**config.mk**
```make
export PLATFORM = sky130hd
export DESIGN_NAME = cpu6_immenc
export DESIGN_NICKNAME = d
export VERILOG_FILES = /design/src/rtl/cpu6_immenc_pkg.sv /design/src/rtl/cpu6_immenc_pack.sv /design/src/rtl/cpu6_immenc.sv
export SDC_FILE = /design/constraint.sdc
export NUM_CORES = 1
export LEC_CHECK = 0
export CELL_PAD_IN_SITES_DETAIL_PLACEMENT = 1
export CELL_PAD_IN_SITES_GLOBAL_PLACEMENT = 2
export CORE_MARGIN = 3
export CORE_UTILIZATION = 32
export DETAILED_ROUTE_END_ITERATION = 8
export PLACE_DENSITY = 0.95
export SYNTH_ARGS = -nofsm -noshare
export SYNTH_HDL_FRONTEND = slang
export SYNTH_SLANG_ARGS = --single-unit
```
**constraint.sdc**
```tcl
create_clock -name clk -period 7.2 [get_ports clk]
set_input_delay 0.72 -clock clk [delete_from_list [all_inputs] [get_ports clk]]
set_output_delay 0.72 -clock clk [all_outputs]
set_load 0.005 [all_outputs]
```
**src/rtl/cpu6_immenc_pkg.sv**
```systemverilog
// cpu6_immenc_pkg
// Shared CPU6 immediate definitions: datapath width, immediate-format codes
// and the instruction bit positions of every immediate field. The immediate
// encoder and the matching immediate decoder both take these from here, so
// the two can never disagree about where a field lives.
package cpu6_immenc_pkg;

  localparam int CPU6_XLEN         = 32;
  localparam int CPU6_IMMTYPE_SIZE = 3;

  // Immediate format codes; any other code is treated as illegal.
  typedef enum logic [CPU6_IMMTYPE_SIZE-1:0] {
    CPU6_IMMTYPE_I = 3'd0,
    CPU6_IMMTYPE_S = 3'd1,
    CPU6_IMMTYPE_B = 3'd2,
    CPU6_IMMTYPE_U = 3'd3
  } cpu6_immtype_e;

  // I format: one contiguous 12-bit field.
  localparam int CPU6_I_IMM_HI  = 31;
  localparam int CPU6_I_IMM_LO  = 20;

  // S format: upper seven bits and lower five bits split around rs2/rs1.
  localparam int CPU6_S_HI_HI   = 31;
  localparam int CPU6_S_HI_LO   = 25;
  localparam int CPU6_S_LO_HI   = 11;
  localparam int CPU6_S_LO_LO   = 7;

  // B format: S layout with imm[12] and imm[11] moved to the edge bits.
  localparam int CPU6_B_BIT12   = 31;
  localparam int CPU6_B_HI_HI   = 30;
  localparam int CPU6_B_HI_LO   = 25;
  localparam int CPU6_B_LO_HI   = 11;
  localparam int CPU6_B_LO_LO   = 8;
  localparam int CPU6_B_BIT11   = 7;

  // U format: upper twenty bits.
  localparam int CPU6_U_IMM_HI  = 31;
  localparam int CPU6_U_IMM_LO  = 12;

  // True when v[XLEN-1:lsb] are all equal, i.e. v is the sign extension of
  // its low lsb+1 bits. An arithmetic shift leaves either all zeros or all
  // ones exactly in that case.
  function automatic logic cpu6_fits_signed(input logic [CPU6_XLEN-1:0] v,
                                            input int unsigned          lsb);
    logic [CPU6_XLEN-1:0] upper;
    upper = CPU6_XLEN'($signed(v) >>> lsb);
    return (upper == '0) || (upper == '1);
  endfunction

endpackage

```
**src/rtl/cpu6_immenc_pack.sv**
```systemverilog
// cpu6_immenc_pack
// Combinational immediate packer: inserts a sign-extended immediate into the
// immediate field(s) of an instruction template and flags values that the
// selected format cannot represent.
// Ports:
//   template  in   XLEN          instruction word, non-immediate bits kept
//   immtype   in   IMMTYPE_SIZE  immediate format code (I/S/B/U)
//   imm       in   XLEN          sign-extended immediate value
//   instr     out  XLEN          encoded instruction (template on error)
//   err       out  1             immediate unrepresentable or format illegal
module cpu6_immenc_pack
  import cpu6_immenc_pkg::*;
(
  input  logic [CPU6_XLEN-1:0]         template,
  input  logic [CPU6_IMMTYPE_SIZE-1:0] immtype,
  input  logic [CPU6_XLEN-1:0]         imm,
  output logic [CPU6_XLEN-1:0]         instr,
  output logic                         err
);

  // Start from the untouched template and an error flag; each legal format
  // overwrites only its own fields and clears the error when the range check
  // holds. A failed check or unknown format therefore leaves the template
  // exactly as it came in.
  always_comb begin
    instr = template;
    err   = 1'b1;
    case (immtype)
      CPU6_IMMTYPE_I: begin
        if (cpu6_fits_signed(imm, 11)) begin
          instr[CPU6_I_IMM_HI:CPU6_I_IMM_LO] = imm[11:0];
          err = 1'b0;
        end
      end
      CPU6_IMMTYPE_S: begin
        if (cpu6_fits_signed(imm, 11)) begin
          instr[CPU6_S_HI_HI:CPU6_S_HI_LO] = imm[11:5];
          instr[CPU6_S_LO_HI:CPU6_S_LO_LO] = imm[4:0];
          err = 1'b0;
        end
      end
      CPU6_IMMTYPE_B: begin
        // Branch offsets are halfword aligned, so bit 0 must be clear.
        if (cpu6_fits_signed(imm, 12) && !imm[0]) begin
          instr[CPU6_B_BIT12]              = imm[12];
          instr[CPU6_B_HI_HI:CPU6_B_HI_LO] = imm[10:5];
          instr[CPU6_B_LO_HI:CPU6_B_LO_LO] = imm[4:1];
          instr[CPU6_B_BIT11]              = imm[11];
          err = 1'b0;
        end
      end
      CPU6_IMMTYPE_U: begin
        if (imm[11:0] == 12'd0) begin
          instr[CPU6_U_IMM_HI:CPU6_U_IMM_LO] = imm[31:12];
          err = 1'b0;
        end
      end
      default: begin
        err = 1'b1;
      end
    endcase
  end

endmodule

```
**src/rtl/cpu6_immenc.sv**
```systemverilog
// cpu6_immenc
// Immediate encoder with a two-entry valid/ready buffer (output register plus
// skid register) and delivery counters.
// Ports:
//   clk          in   1             clock, rising edge
//   reset        in   1             asynchronous active-high reset
//   in_valid     in   1             request present
//   in_ready     out  1             request accepted this cycle (skid empty)
//   in_template  in   XLEN          instruction template
//   in_immtype   in   IMMTYPE_SIZE  immediate format
//   in_imm       in   XLEN          sign-extended immediate
//   out_valid    out  1             encoded word present
//   out_ready    in   1             consumer takes the word this cycle
//   out_instr    out  XLEN          encoded instruction
//   out_err      out  1             encoding error flag for out_instr
//   enc_cnt      out  16            wrapping count of delivered words
//   err_cnt      out  8             saturating count of delivered errors
module cpu6_immenc
  import cpu6_immenc_pkg::*;
(
  input  logic                         clk,
  input  logic                         reset,
  input  logic                         in_valid,
  output logic                         in_ready,
  input  logic [CPU6_XLEN-1:0]         in_template,
  input  logic [CPU6_IMMTYPE_SIZE-1:0] in_immtype,
  input  logic [CPU6_XLEN-1:0]         in_imm,
  output logic                         out_valid,
  input  logic                         out_ready,
  output logic [CPU6_XLEN-1:0]         out_instr,
  output logic                         out_err,
  output logic [15:0]                  enc_cnt,
  output logic [7:0]                   err_cnt
);

  logic [CPU6_XLEN-1:0] enc_instr;
  logic                 enc_err;
  logic                 skid_valid;
  logic [CPU6_XLEN-1:0] skid_instr;
  logic                 skid_err;
  logic                 in_xfer;
  logic                 out_xfer;

  cpu6_immenc_pack u_pack (
    .template (in_template),
    .immtype  (in_immtype),
    .imm      (in_imm),
    .instr    (enc_instr),
    .err      (enc_err)
  );

  // in_ready depends only on skid occupancy, never on in_valid, so the
  // upstream handshake has no combinational loop through this block.
  assign in_ready = !skid_valid;
  assign in_xfer  = in_valid && in_ready;
  assign out_xfer = out_valid && out_ready;

  // Buffer update. When the output register is free this cycle (empty or
  // draining) it refills from the skid first, which keeps acceptance order,
  // and otherwise straight from the encoder. When the output is stalled a
  // newly accepted word parks in the skid. A refill from the skid can never
  // coincide with an acceptance because in_ready is low while the skid is
  // full.
  always_ff @(posedge clk or posedge reset) begin
    if (reset) begin
      out_valid  <= 1'b0;
      out_instr  <= '0;
      out_err    <= 1'b0;
      skid_valid <= 1'b0;
      skid_instr <= '0;
      skid_err   <= 1'b0;
    end else begin
      if (!out_valid || out_ready) begin
        if (skid_valid) begin
          out_valid  <= 1'b1;
          out_instr  <= skid_instr;
          out_err    <= skid_err;
          skid_valid <= 1'b0;
        end else if (in_xfer) begin
          out_valid  <= 1'b1;
          out_instr  <= enc_instr;
          out_err    <= enc_err;
        end else begin
          out_valid  <= 1'b0;
        end
      end else if (in_xfer) begin
        skid_valid <= 1'b1;
        skid_instr <= enc_instr;
        skid_err   <= enc_err;
      end
    end
  end

  // Delivery counters advance only on a completed out-side handshake, so
  // words thrown away by reset are never counted. enc_cnt wraps naturally;
  // err_cnt sticks at its maximum.
  always_ff @(posedge clk or posedge reset) begin
    if (reset) begin
      enc_cnt <= '0;
      err_cnt <= '0;
    end else if (out_xfer) begin
      enc_cnt <= enc_cnt + 16'd1;
      if (out_err && (err_cnt != 8'hFF)) begin
        err_cnt <= err_cnt + 8'd1;
      end
    end
  end

endmodule

```
# Yosys cells after proc, flatten, opt, wreduce, memory -nomap -nowiden
# Cells that the tools add are included.
# word_totals
reg_bits	92
# classes
addsub	2
eq_ne	6
n_mux	22
bitwise	1
n_reduce_logical	20
# ops
op	count
equality test 32 bit (second input constant)	2
logical NOT 32 bit	2
2-to-1 mux 32 bit	2
one-hot mux 7 bit (4 select lines)	1
2-to-1 mux 20 bit	1
one-hot mux 5 bit (2 select lines)	2
adder 16 x 1 -> 16 bit (second input constant)	1
2-to-1 mux 7 bit	2
logical NOT 12 bit	1
2-to-1 mux 12 bit	1
2-to-1 mux 5 bit	2
2-to-1 mux 1 bit	9
adder 8 x 1 -> 8 bit (second input constant)	1
2-to-1 mux 8 bit	1
inequality test 8 bit (second input constant)	1
equality test 3 x 2 -> 1 bit (second input constant)	2
AND reduction 2 bit	3
logical AND 1 bit	4
nonzero test 2 bit	2
equality test 3 x 1 -> 1 bit (second input constant)	1
logical NOT 1 bit	3
logical NOT 3 bit	1
logical OR 1 bit	3
one-hot mux 1 bit (3 select lines)	1
other kinds (2)	2

# Logic depth before layout (Yosys ltp)
# Gate-level depths: netlist of run 1.
# depth
depth_word	7
depth_mapped	7
depth_no_buf	6

# By module
# A second synthesis of run 1 with hierarchy kept.
# hier_totals
hier_cells	463
hier_area_um2	4872.2
# by_module_without_submodules
module	instances	cells_each	area_each_um2	seq_area_each_um2
cpu6_immenc	1	317	3918.8	2302.2
cpu6_immenc_pack	1	146	953.4	0.0

# Worst setup path before layout of run 1
# No wires, ideal clock.
# synth_path
path_type	input to register
start	in in_imm[4]
end	reg out_instr[12]
arrival_time_ns	2.228
setup_slack_ns	4.847
stages	7
path_cell_list	nor4_1 -> nand4_1 -> nor3b_2 -> buf_6 -> mux2i_1 -> o21ai_1 -> mux2_2
# synth_between
elab_chain_cells	5
# synth_rtl
item	line_no	source
start: declaration	cpu6_immenc.sv:27	input logic [CPU6_XLEN-1:0] in_imm,
logical NOT 12 bit	cpu6_immenc_pack.sv:53	if (imm[11:0] == 12'd0) begin
2-to-1 mux 20 bit	cpu6_immenc_pack.sv:53	
2-to-1 mux 8 bit	cpu6_immenc_pack.sv:28	case (immtype)
2-to-1 mux 32 bit	cpu6_immenc.sv:79	end else if (in_xfer) begin
2-to-1 mux 32 bit	cpu6_immenc.sv:74	if (skid_valid) begin
end signal: assignment	cpu6_immenc.sv:76	out_instr <= skid_instr;
end signal: assignment	cpu6_immenc.sv:81	out_instr <= enc_instr;
end: declaration	cpu6_immenc.sv:30	output logic [CPU6_XLEN-1:0] out_instr,
# No other way between the ends. The select of a mux whose other input is x is not followed.
# A chain may end at the register's enable or synchronous reset.

# Worst setup path in the final report of run 1
# layout_path
start	in in_immtype[0]
end	reg skid_instr[24]
# layout_between
elab_chain_cells	2
elab_cells_between_ends	3
cone_classes	eq/ne: 1; mux: 1; reduce/logical: 1
# layout_rtl
item	line_no	source
start: declaration	cpu6_immenc.sv:26	input logic [CPU6_IMMTYPE_SIZE-1:0] in_immtype,
equality test 3 x 2 -> 1 bit or logical NOT 3 bit (tied branches)	cpu6_immenc_pack.sv:28	
one-hot mux 5 bit (2 select lines) (*)	cpu6_immenc_pack.sv:28	
end signal: assignment	cpu6_immenc.sv:88	skid_instr <= enc_instr;
end: declaration	cpu6_immenc.sv:39	logic [CPU6_XLEN-1:0] skid_instr;
# Every way passes the cells marked *; elsewhere a longest branch is shown, timed or not.

==> metrics, run 1 <==
routed vias 4,094; CP Class in2reg; max-cap violation count 0; post-synth top area share between 40% and 50%; footprint of the multi-input gates ~0.0023 mm^2; Num CTS Buffers 9; htree depth 3; Netlist Area Pre-Place ~0.0047 mm^2; syn_area_per_cell between 10 and 15 um^2; maximum fanout along the worst path 14; Final #Nets between 600 and 700; CP arrival between 3 and 4 ns; ys async rst share between 90% and 100%; Mapped Cells between 400 and 500; # Post-CTS Setup Buffers 0; worst min-delay path class reg2reg; Reg2Reg Depth 4; GRT overflow 0; cts repair resizes 0; dpl hpwl between 10,000 and 15,000 um; initial core utilization 33.2%; peak supply drop 0.157 mV; Detailed Route Iter0 Violations between 150 and 200; Synth area leaders dfrtp_1 49%, mux2_2 4.1%, mux2i_1 4.1%; CTS tree done; sequential share of the synthesized area 49.1%; synth unique cells 57; CTS Sinks about 90; Seq cells post-synth a little over 90; hold path cells 1; hold_buf cts 0; post-synth top area cell dfrtp_1; DR vias/cell around 5.4; fraction of layout cells with a size suffix above 1 about 11%; Antenna Cells 0; clk_skew about 0.0097 ns; final hold viol count 0; total number of yosys warnings 0; final setup violating endpoints 0; Reg-to-Reg End out_instr[11]; vias in the first global route between 4,000 and 5,000; Synth Net Count 526; Primary FF master, synth dfrtp_1; die area about 0.016 mm^2; fillers ~1,600; GRT Total Usage around 18%; WHS Endpoint enc_cnt[15]; RePlAce Congestion approximately 0.85; Hold Startpoint enc_cnt[15]; RSZ-0062 raised after global routing no; number of flops mapped to enable cells by yosys 0; Post-DRT Antenna Nets 0; fmax 316 MHz; global-route wire length before repair roughly 23,000 um; Worst-Margin Slew between 0.9 and 1 ns; DRC 0; Critical Path RT approximately 7.4 ns; power per cell area 251 mW/mm^2; final hold slack 0.475 ns; Seq. cell area approximately 0.0023 mm^2; die width 127 um; pin count of the biggest net entering global routing 53; WL final about 15,000 um; initial antenna violation count 0; fin crit period approximately 3.2 ns; count leader, synth dfrtp_1; DR pass1 iterations 4; Skew-Pair Late Insertion Delay 0.35 ns; top cells by count, synth 92 x dfrtp_1, 46 x nor2_1, 33 x a21oi_1, 31 x nand2_1, 19 x mux2i_1; core area between 0.01 and 0.015 mm^2; flop-to-flop setup slack approximately 4.7 ns; Placement Rows 43; Pleak between 2 and 2.5 nW; clock-pin slew on the worst setup and hold paths roughly 0.07 ns; Port-buffer cells ~130; crit end category flip-flop; deepest clock path buffer count 2; Fin Setup TNS 0 ns; drt wl/cell 19.1 um; clk root buf clkbuf_16; height of the die 127 um; IO Pins 130; area grow syn2layout 37.2%; Slew Limit Fails 0; Final Cycle Share a little over two fifths; status complete, no violations; CP startpoint kind primary input; r2r startpoint skid_valid; Max-slew headroom about 36%
-- area by class of cell --
class / count / share of cell area (%)
well taps: 180 / 3.50
repair buffers: 134 / 20.7
inverters: 6 / 0.370
clock inverters: 5 / 0.565
multi-input cells: 333 / 35.4
flip-flops and latches: 92 / 35.8
clock buffers: 11 / 3.62
-- cell families (layout without fill, tap and decap cells) --
kind of cell | Yosys count | in the layout | share of synthesized area (%)
and+or+nand+nor | 154 | 154 | 16.9
buffers and inverters | 28 | 156 | 2.56
adders and majority gates | 2 | 2 | 0.534
xor gates and xnor gates | 22 | 22 | 4.11
AOI/OAI and AO/OA | 119 | 119 | 18.6
DFF | 92 | 92 | 49.1
muxes | 36 | 36 | 8.14
-- how the worst max path moves through the flow --
| stage | slack [ns] | to | cells past startpoint | startpoint |
|---|---|---|---|---|
| finish | 4.03 | skid_instr[24] | 8 | in_immtype[0] |
| detailed placement | 3.71 | skid_instr[24] | 8 | in_immtype[0] |
| CTS | 4.07 | out_instr[11] | 5 | out_ready |
| floorplan | 4.09 | enc_cnt[0] | 1 | reset |
| global placement | 3.80 | skid_instr[20] | 8 | in_immtype[0] |
| global route | 3.91 | skid_instr[24] | 8 | in_immtype[0] |
-- metrics by stage --
step,total power [W],instance area [um^2],utilization (%),setup slack [ns],std cells
2_1_floorplan,0.000905,4690,-,4.09,453
6_report,0.00162,6430,45.6,4.03,761
3_5_place_dp,0.00119,6160,43.7,3.71,745
5_1_grt,0.00171,6430,45.6,3.91,761
4_1_cts,0.00164,6430,45.6,4.07,761
3_3_place_gp,0.00116,6160,43.7,3.80,745
-- placed cells by master, fill, tap and decap left out, types with 11 or more instances in the layout --
| master | synthesis | routed |
|---|---|---|
| nand2_1 | 31 | 31 |
| nand4_1 | 15 | 15 |
| xnor2_1 | 17 | 17 |
| a221oi_2 | 11 | 11 |
| a31oi_1 | 16 | 16 |
| nor2_1 | 46 | 46 |
| mux2i_1 | 19 | 19 |
| clkdlybuf4s50_1 | 0 | 129 |
| nand3_1 | 13 | 13 |
| a21oi_1 | 33 | 33 |
| o21ai_1 | 15 | 15 |
| o21ai_0 | 16 | 15 |
| mux2_2 | 17 | 17 |
| dfrtp_1 | 92 | 92 |
-- power breakdown --
group | internal (W) | total (W) | switching, W | leakage (nW)
clock | 0.000236 | 0.000446 | 0.000210 | 0.134
combinational | 0.000260 | 0.000448 | 0.000187 | 1.23
sequential | 0.000633 | 0.000721 | 0.0000887 | 1.09
-- routing by layer --
| metal | routed length (um) | track usage (%) | vias to the layer above |
|---|---|---|---|
| met2 | 6990 | 29.8 | 125 |
| met3 | 850 | 5.02 | 9 |
| li1 | - | - | 1929 |
| met4 | 106 | 4.23 | 0 |
| met1 | 6610 | 24.9 | 2031 |
| met5 | 0 | 0 | - |
-- flip-flops by register name, summed over array words and instances, names as in the netlist --
signal,count
err_cnt,8
out_instr,32
out_valid,1
skid_valid,1
skid_instr,32
out_err,1
enc_cnt,16
skid_err,1
-- worst max-delay path: stages --
cell and delay [ns]:
clkdlybuf4s50_1 0.59, nor4b_2 0.28, nand4_1 0.27, nor3b_4 0.51, buf_4 0.34, a31oi_4 0.09, a221oi_2 0.44, a21oi_1 0.13
Power figures use the tool's default switching activity.
==> run 2, diff against run 1 <==
--- a/config.mk
+++ b/config.mk
@@ -8,9 +8,9 @@
 export CELL_PAD_IN_SITES_DETAIL_PLACEMENT = 1
 export CELL_PAD_IN_SITES_GLOBAL_PLACEMENT = 2
 export CORE_MARGIN = 3
-export CORE_UTILIZATION = 32
+export CORE_UTILIZATION = 30
 export DETAILED_ROUTE_END_ITERATION = 8
-export PLACE_DENSITY = 0.95
+export PLACE_DENSITY = 0.92
 export SYNTH_ARGS = -nofsm -noshare
 export SYNTH_HDL_FRONTEND = slang
 export SYNTH_SLANG_ARGS = --single-unit
==> constraint.sdc (replaced) <==
create_clock -name clk -period 3.1 [get_ports clk]
set_input_delay 0.31 -clock clk [delete_from_list [all_inputs] [get_ports clk]]
set_output_delay 0.31 -clock clk [all_outputs]
set_load 0.005 [all_outputs]
==> run 2 against run 1 <==
Clock skew decreased by 0.0049 ns. Sequential share of layout area shrank 1.0 points. Via count grew 1.8%. Total power grew 150%. Die area grew 6.3%. Highest routed layer unchanged.
==> metrics, run 2 (synthesized netlist as in run 1, its figures left out) <==
Psw 0.00112 W; Critical Path RT between 3 and 4 ns; Combinational Power Share 26.2%; Antenna Cells 0; Critical path buffers and inverters 1; Regs by FF count out_instr: 32 flops, skid_instr: 32 flops, enc_cnt: 16 flops; clock network fraction of design power between 30% and 40%; final setup violating endpoints 0; critical path cell sequence clkdlybuf4s50_1, nor4_1, nand2_1, o21ai_1, a21boi_0, a221oi_2, a31oi_1; global-route wire length before repair 23,400 um; Placement Rows 45; core area between 0.015 and 0.02 mm^2; # Post-CTS Setup Buffers 0; Sequential Power Share a little over two fifths; PnR Total Power 0.00400 W; cts repair resizes 0; max-cap violation count 0; IO Pins 130; most common cell after layout, fill and taps aside clkdlybuf4s50_1; Slew Limit Fails 0; height of the die around 130 um; power per cell area about 600 mW/mm^2; die width 131 um; slowest stage delay, CP 0.51 ns; WL final 15,000 um; clock-pin slew on the worst setup and hold paths ~0.07 ns; most frequent cells in the layout 129 x clkdlybuf4s50_1, 92 x dfrtp_1, 46 x nor2_1; maximum fanout along the worst path 7; drt wl/cell 18.8 um; Fin Setup TNS 0 ns; fin crit period ~2.7 ns; internal power roughly 0.0029 W; DR vias/cell 5.20; dpl hpwl around 12,000 um; fraction of layout cells with a size suffix above 1 around an eighth; CTS tree done; Final Cycle Share 86.3%; peak supply drop roughly 0.32 mV; htree depth 3; Worst-Margin Slew around 0.80 ns; DR pass1 iterations 4; RSZ-0062 raised after global routing no; Final #Nets ~660; Max-slew headroom between 40% and 50%; CP Class in2reg; area grow syn2layout 41.3%; Skew-Pair Late Insertion Delay around 0.35 ns; GRT Total Usage 17.8%; final hold viol count 0; CTS Sinks approximately 90; CP startpoint kind primary input; Num CTS Buffers 9; CP arrival 2.85 ns; Pleak 2.54 nW; deepest clock path buffer count 2; die area about 0.017 mm^2; vias in the first global route 4,249; routed vias about 4,200; Post-DRT Antenna Nets 0; RePlAce Congestion between 0.8 and 0.9; pin count of the biggest net entering global routing 53; Critical-path top delay cell nor4_1; clk root buf clkbuf_16; status complete, no violations; clk_skew between 0.004 and 0.005 ns; initial core utilization 30.7%; fmax between 300 and 400 MHz; Largest delay share family, worst path compound AO/OA/AOI/OAI gates; DRC 0; initial antenna violation count 0; sw frac between 20% and 30%; hold_buf cts 0; crit end category flip-flop; Port-buffer cells 129; worst min-delay path class in2async; GRT overflow 0; Detailed Route Iter0 Violations 174
-- run 2: metrics by stage --
step,setup slack [ns],std cells,hold WS (ns),utilization (%),area [um^2]
2_1_floorplan,0.398,453,0.422,-,4690
3_3_place_gp,0.264,785,0.459,41.1,6280
3_5_place_dp,0.182,785,0.470,41.1,6280
4_1_cts,0.535,801,0.440,43.4,6620
5_1_grt,0.332,801,0.480,43.4,6620
6_report,0.424,801,0.421,43.4,6620
-- run 2: area by class of cell --
type / instances / area (um^2)
clock buffer: 10 / 229
clock inverter: 6 / 113
fill: 1672 / 8640
inverter: 6 / 23.8
multi-input combinational: 333 / 2280
sequential: 92 / 2300
tap: 211 / 264
timing repair buffer: 143 / 1410
-- run 2: worst paths after layout --
kind,from,end,slack (ns),cells after the start
max,in_imm[14],skid_instr[29],0.42,7
min,reset,err_cnt[7],0.42,2
max reg2reg,skid_valid,out_err,0.80,3
min reg2reg,enc_cnt[15],enc_cnt[15],0.48,1
max in group asynchronous,reset,out_instr[31],1.94,3
min in group clk,enc_cnt[15],enc_cnt[15],0.48,1
-- run 2: layer usage --
metal  global-route usage, %  vias to the layer above  share of wire [%]
met5                       0                        -                  0
met4                    4.48                        0                1.5
met3                    4.11                       12                4.7
met2                    28.8                      130                 49
met1                    24.1                     2091                 45
li1                        -                     1933                  -
-- run 2: power by group through the flow --
stage	logic, W	clock network (W)	registers (W)
after floorplan	0.000436	0	0.00167
after global placement	0.00102	0	0.00168
after detailed placement	0.00106	0	0.00171
after CTS	0.00106	0.00131	0.00168
after global routing	0.00116	0.00136	0.00172
final	0.00105	0.00127	0.00168
